### src/rtl/task_sequencer.sv
// Walks the enabled task mask, launches each engine, times it and posts the latency word to memory.
// Optional watchdog: define TASK_TIMEOUT_EN to add TIMEOUT_CYCLES and the sticky task_timeout output.
module task_sequencer #(
  parameter int          NUM_TASKS     = 14,
  parameter logic [31:0] OUT_BASE_ADDR = 32'hA000_2000
`ifdef TASK_TIMEOUT_EN
  , parameter logic [31:0] TIMEOUT_CYCLES = 32'd1_000_000
`endif
) (
  input  logic        clk,
  input  logic        reset,
  input  logic [31:0] enabled_tasks,
  input  logic [31:0] num_bytes_in_to_task,
  input  logic        start_tests,
  output logic [31:0] current_task_number,
  output logic        task_start,
  output logic [31:0] task_num_bytes_in,
  input  logic        task_done,
  input  logic [31:0] task_num_bytes_out,
  output logic [31:0] num_bytes_out_from_task,
  output logic        num_bytes_out_from_task_valid,
  output logic        wr_req,
  output logic [31:0] wr_addr,
  output logic [31:0] wr_data,
  input  logic        wr_ack,
  output logic        tasks_done
`ifdef TASK_TIMEOUT_EN
  , output logic      task_timeout
`endif
);

  typedef enum logic [2:0] {IDLE, SCAN, START, RUN, LAT_WR} state_t;

  function automatic logic [31:0] valid_mask_f();
    logic [31:0] m;
    m = '0;
    for (int i = 1; i <= NUM_TASKS && i < 32; i++) m[i] = 1'b1;
    return m;
  endfunction

  localparam logic [31:0] VALID_MASK = valid_mask_f();

  state_t      state, next_state;
  logic [31:0] mask_q;
  logic [31:0] lat_cnt;
  logic        found;
  logic [31:0] lowest;

  // Lowest pending task wins, so tasks run in ascending order.
  always_comb begin
    found  = 1'b0;
    lowest = '0;
    for (int i = NUM_TASKS; i >= 1; i--) begin
      if (mask_q[i]) begin
        found  = 1'b1;
        lowest = 32'(i);
      end
    end
  end

  always_ff @(posedge clk or negedge reset) begin
    if (!reset) state <= IDLE;
    else        state <= next_state;
  end

  always_comb begin
    next_state = state;
    case (state)
      IDLE:   if (start_tests) next_state = SCAN;
      SCAN:   next_state = found ? START : IDLE;
      START:  next_state = RUN;
      RUN: begin
        if (task_done) next_state = LAT_WR;
`ifdef TASK_TIMEOUT_EN
        else if (lat_cnt == TIMEOUT_CYCLES) next_state = LAT_WR;
`endif
      end
      LAT_WR: if (wr_ack) next_state = SCAN;
      default: next_state = IDLE;
    endcase
  end

  always_comb begin
    task_start = (state == START);
    wr_req     = (state == LAT_WR);
  end

  // Datapath registers; wr_addr/wr_data only change in RUN, so they hold while wr_req is up.
  always_ff @(posedge clk or negedge reset) begin
    if (!reset) begin
      mask_q                        <= '0;
      lat_cnt                       <= '0;
      current_task_number           <= '0;
      task_num_bytes_in             <= '0;
      num_bytes_out_from_task       <= '0;
      num_bytes_out_from_task_valid <= 1'b0;
      wr_addr                       <= '0;
      wr_data                       <= '0;
      tasks_done                    <= 1'b0;
`ifdef TASK_TIMEOUT_EN
      task_timeout                  <= 1'b0;
`endif
    end else begin
      case (state)
        IDLE: begin
          if (start_tests) begin
            mask_q            <= enabled_tasks & VALID_MASK;
            task_num_bytes_in <= num_bytes_in_to_task;
            tasks_done        <= 1'b0;
`ifdef TASK_TIMEOUT_EN
            task_timeout      <= 1'b0;
`endif
          end
        end
        SCAN: begin
          if (found) begin
            current_task_number <= lowest;
          end else begin
            current_task_number <= '0;
            tasks_done          <= 1'b1;
          end
        end
        START: begin
          num_bytes_out_from_task_valid <= 1'b0;
          lat_cnt                       <= 32'd1;
        end
        RUN: begin
          if (task_done) begin
            num_bytes_out_from_task       <= task_num_bytes_out;
            num_bytes_out_from_task_valid <= 1'b1;
            wr_addr <= OUT_BASE_ADDR + ((task_num_bytes_out + 32'd3) & ~32'd3);
            wr_data <= lat_cnt;
          end
`ifdef TASK_TIMEOUT_EN
          else if (lat_cnt == TIMEOUT_CYCLES) begin
            task_timeout                  <= 1'b1;
            num_bytes_out_from_task       <= '0;
            num_bytes_out_from_task_valid <= 1'b1;
            wr_addr                       <= OUT_BASE_ADDR;
            wr_data                       <= 32'hFFFF_FFFF;
          end
`endif
          else if (lat_cnt != 32'hFFFF_FFFF) begin
            lat_cnt <= lat_cnt + 32'd1;
          end
        end
        LAT_WR: begin
          if (wr_ack) mask_q <= mask_q & ~(32'd1 << current_task_number[4:0]);
        end
        default: ;
      endcase
    end
  end

endmodule

### config.mk
export PLATFORM = sky130hd
export DESIGN_NAME = task_sequencer
export DESIGN_NICKNAME = d
export VERILOG_FILES = /design/src/rtl/task_sequencer.sv
export SDC_FILE = /design/constraint.sdc
export NUM_CORES = 1
export LEC_CHECK = 0
export ABC_CLOCK_PERIOD_IN_PS = 3190
export BUFFER_PORTS_ARGS = -buffer_cell sky130_fd_sc_hd__buf_4
export CAP_MARGIN = 25
export CORE_MARGIN = 2
export CORE_UTILIZATION = 30
export DETAILED_ROUTE_END_ITERATION = 12
export GPL_TIMING_DRIVEN = 0
export PLACE_DENSITY = 0.64
export SYNTH_ARGS = -nofsm -noshare
export SYNTH_HDL_FRONTEND = slang
export SYNTH_SLANG_ARGS = --single-unit
### constraint.sdc
create_clock -name clk -period 3.19 [get_ports clk]
set_clock_uncertainty 0.1 [all_clocks]
set_input_delay 0.1595 -clock clk [delete_from_list [all_inputs] [get_ports clk]]
set_output_delay 0.1595 -clock clk [all_outputs]
set_load 0.01 [all_outputs]
==> flow_summary.yaml <==
sta:
  fmax_ghz: 0.341
  finalWorstSetupSlack_ns: 0.259
  setup-violations-final: 0
  fin_crit_sh_pct: 91.9
  relSlewSlack_pct: 43.7
  tns_ns: 0
  period_needed_ns: 2.93
  rsz0062_at_grt: "false"
  final-max-slew-violation-count: 0
  worstMarginPinSlew_ns: 0.844
  hold_viol_final: 0
setup_path:
  slowest_stage: "dlygate4sd3_1"
  slowest_delay_ns: 0.53
  cp_num_buf_inv: 4
  crit_path_start_kind: "primary input"
  path_delay_family: "simple AND/OR/NAND/NOR gates"
  path_depth: 14
  required_ns: 3.38
  path_class: "in -> reg"
  cp-end-kind: "flop"
  worstPathMaxFanout: 5
  crit_chain: "dlygate4sd3_1 > buf_4 > nand4_1 > nor4_4 > buf_4 > xor2_2 > ha_1 > nand4_1 > inv_1 > nand3_1 > o31ai_2 > nand2_1 > xor2_1 > o21ai_1"
  arrival_ns: 3.12
  rr_worst_depth: 5
clocking:
  insertion_delay_ns: 0.42
  cts.path.max_buffers: 2
  htreeDepth: 4
  cts_tree: "done"
  path_clk_slew_ns: 0.07
  clockRootBuffer: "clkbuf_16"
  numClockSinks: 181
  cts_made_buffers: 17
floorplanning:
  die_area_sq_um: 29000
  coreArea_sq_um: 27000
  rows: 60
  start_util_pct: 30.6
  dieHeight_microns: 170
  ioPinCount: 265
  die_w_microns: 170
synthesis:
  avgSynthCellArea_sq_um: 11.1
  synth_seq_area_share_pct: 54.7
  yosys_warnings: 0
  async_flop_share_pct: 100
  syn_inst: 748
  syn_area_sq_um: 8280
  yosysTopAreaCellShare_pct: 54.7
  synth_area_leaders: "dfrtp_1, mux2_2, nand2_1"
  ys_types: 55
  synth_enable_flop_cells: 0
  ys.flop_type: "dfrtp_1"
  synth_largest_area_cell: "dfrtp_1"
  ys_ff_latch: 181
final_layout:
  nNetsFinal: 1197
  final_cells: 1448
  drive_gt1_share_pct: 34.5
  final_common_cell: "buf_4"
  multiInputGateArea_sq_um: 3470
  n_fill_cell: 2507
  areaGrowthSynthToFinish_pct: 43.1
  layout_common_cells: "buf_4, dfrtp_1, nand2_1"
  antenna_cells: 0
  regArea_sq_um: 4530
power:
  power.density_nw_per_um2: 766
  leakage_nw: 5.56
  peakVddDrop_mv: 0.338
flow_run:
  drv_cap: 0
global_routing:
  grt_pass1_wl_microns: 35900
  grt-ovfl-total: 0
  grt_usage_pct: 15.8
  grt_pass1_vias: 6787
  grt_max_degree: 107
  antenna_found_initial: 0
detailed_routing:
  drt-pass1-iter-count: 4
  via_per_inst: 4.64
  wire_per_inst_microns: 15.6
  drtIter0Drc: 437
  ant_nets: 0
  drcViolationCount: 0
  vias: 6713
  wirelength_microns: 22600
placement:
  dp_slack_ns: 0.177
  place_hpwl_microns: 15800
  globalplace.congestion: 0.795
  dp.cells: 1334
  io_buffers: 215
hold_path:
  hold_class: "in -> reg"
  hold_depth: 4
status:
  outcome: "complete, no violations"
## per-layer routing
| metal | track usage (%) | up-vias | wire, microns |
|---|---|---|---|
| met5 | 0 | - | 0 |
| met4 | 5.39 | 0 | 525 |
| met3 | 3.21 | 31 | 879 |
| met2 | 26.3 | 167 | 11200 |
| met1 | 20.5 | 3285 | 9980 |
| li1 | - | 3230 | - |
## synthesized netlist by cell type, drive strengths merged (3+ instances only)
library cell    n
o31ai           4
nand3          20
nand2          93
clkbuf         28
a21oi          15
or2             4
and3            9
nor2           45
nor3           12
and4            4
o21ai          61
nand2b          6
a22o           14
or3             8
mux2           91
a31oi           3
dfrtp         181
inv            14
a211oi          3
xor2           33
xnor2          20
nor4            6
o21a            5
buf            33
nand4          10
## where the power goes
part           switching [W]  internal (W)  total, W
logic                0.00169       0.00178   0.00348
registers           0.000487       0.00306   0.00355
clock network       0.000988       0.00107   0.00206
total                0.00317       0.00591   0.00908
## worst paths after layout
kind / from / end / slack, ns
max in group asynchronous: reset / current_task_number[3] / 1.86
worst min register to register: wr_addr[3] / wr_addr[3] / 0.38
worst max register to register: state[1] / num_bytes_out_from_task[14] / 0.50
worst max-delay path: task_num_bytes_out[7] / wr_addr[25] / 0.26
min in group asynchronous: reset / num_bytes_out_from_task[1] / 0.23
worst min-delay path: start_tests / state[0] / 0.04
## sequential cells by signal, indices dropped and copies added, names as in the netlist
name and flops:
lat_cnt 32, num_bytes_out_from_task 32, current_task_number 4, num_bytes_out_from_task_valid 1
state 3, wr_data 32, tasks_done 1, task_num_bytes_in 32
mask_q 14, wr_addr 30
## worst min-delay path, delay by kind of cell
| family | cells | cell delay [ns] |
|---|---|---|
| buffers and inverters | 1 | 0.09 |
| and+or+nand+nor | 1 | 0.05 |
| AOI/OAI and AO/OA | 2 | 0.22 |
## layout make-up
| type | count | share of cell area [%] |
|---|---|---|
| Inverter | 14 | 0.443 |
| Multi-Input combinational cell | 521 | 29.3 |
| Tap cell | 341 | 3.60 |
| Buffer | 61 | 2.88 |
| Sequential cell | 181 | 38.2 |
| Timing Repair Buffer | 298 | 20.8 |
| Clock inverter | 13 | 0.971 |
| Clock buffer | 19 | 3.82 |
## timing repair
| item | 4_1_cts | 5_1_grt |
|---|---|---|
| setup endpoints to repair | 0 | 3 |
| hold buffers | 80 | 0 |
| buffers inserted | 0 | 2 |
| hold endpoints to repair | 207 | 0 |
| resized for setup | 0 | 1 |
## stage by stage
stage / hold slack, ns / instance area, sq um / power (W) / utilization, %
6_report: 0.0424 / 11900 / 0.00908 / 43.9
5_1_grt: 0.0480 / 11900 / 0.00967 / 43.9
4_1_cts: 0.0179 / 11800 / 0.00918 / 43.8
3_5_place_dp: 0.179 / 10500 / 0.00699 / 38.7
3_3_place_gp: 0.277 / 10400 / 0.00691 / 38.6
2_1_floorplan: -0.236 / 8390 / 0.00530 / -
## logic make-up (layout without fill, tap and decap cells)
group                    count (synthesis)  in the layout  share of synthesized area (%)
AO/OA/AOI/OAI                          117            117                           8.72
XOR/XNOR                                53             53                           5.70
adder cells (fa/ha/maj)                  2              2                          0.302
buffers and inverters                   75            405                           4.76
flip-flops                             181            181                           54.7
multiplexers                            92             92                           12.5
other                                    1             30                         0.0453
AND/OR/NAND/NOR                        227            227                           13.3
(Power assumes the default switching activity.)
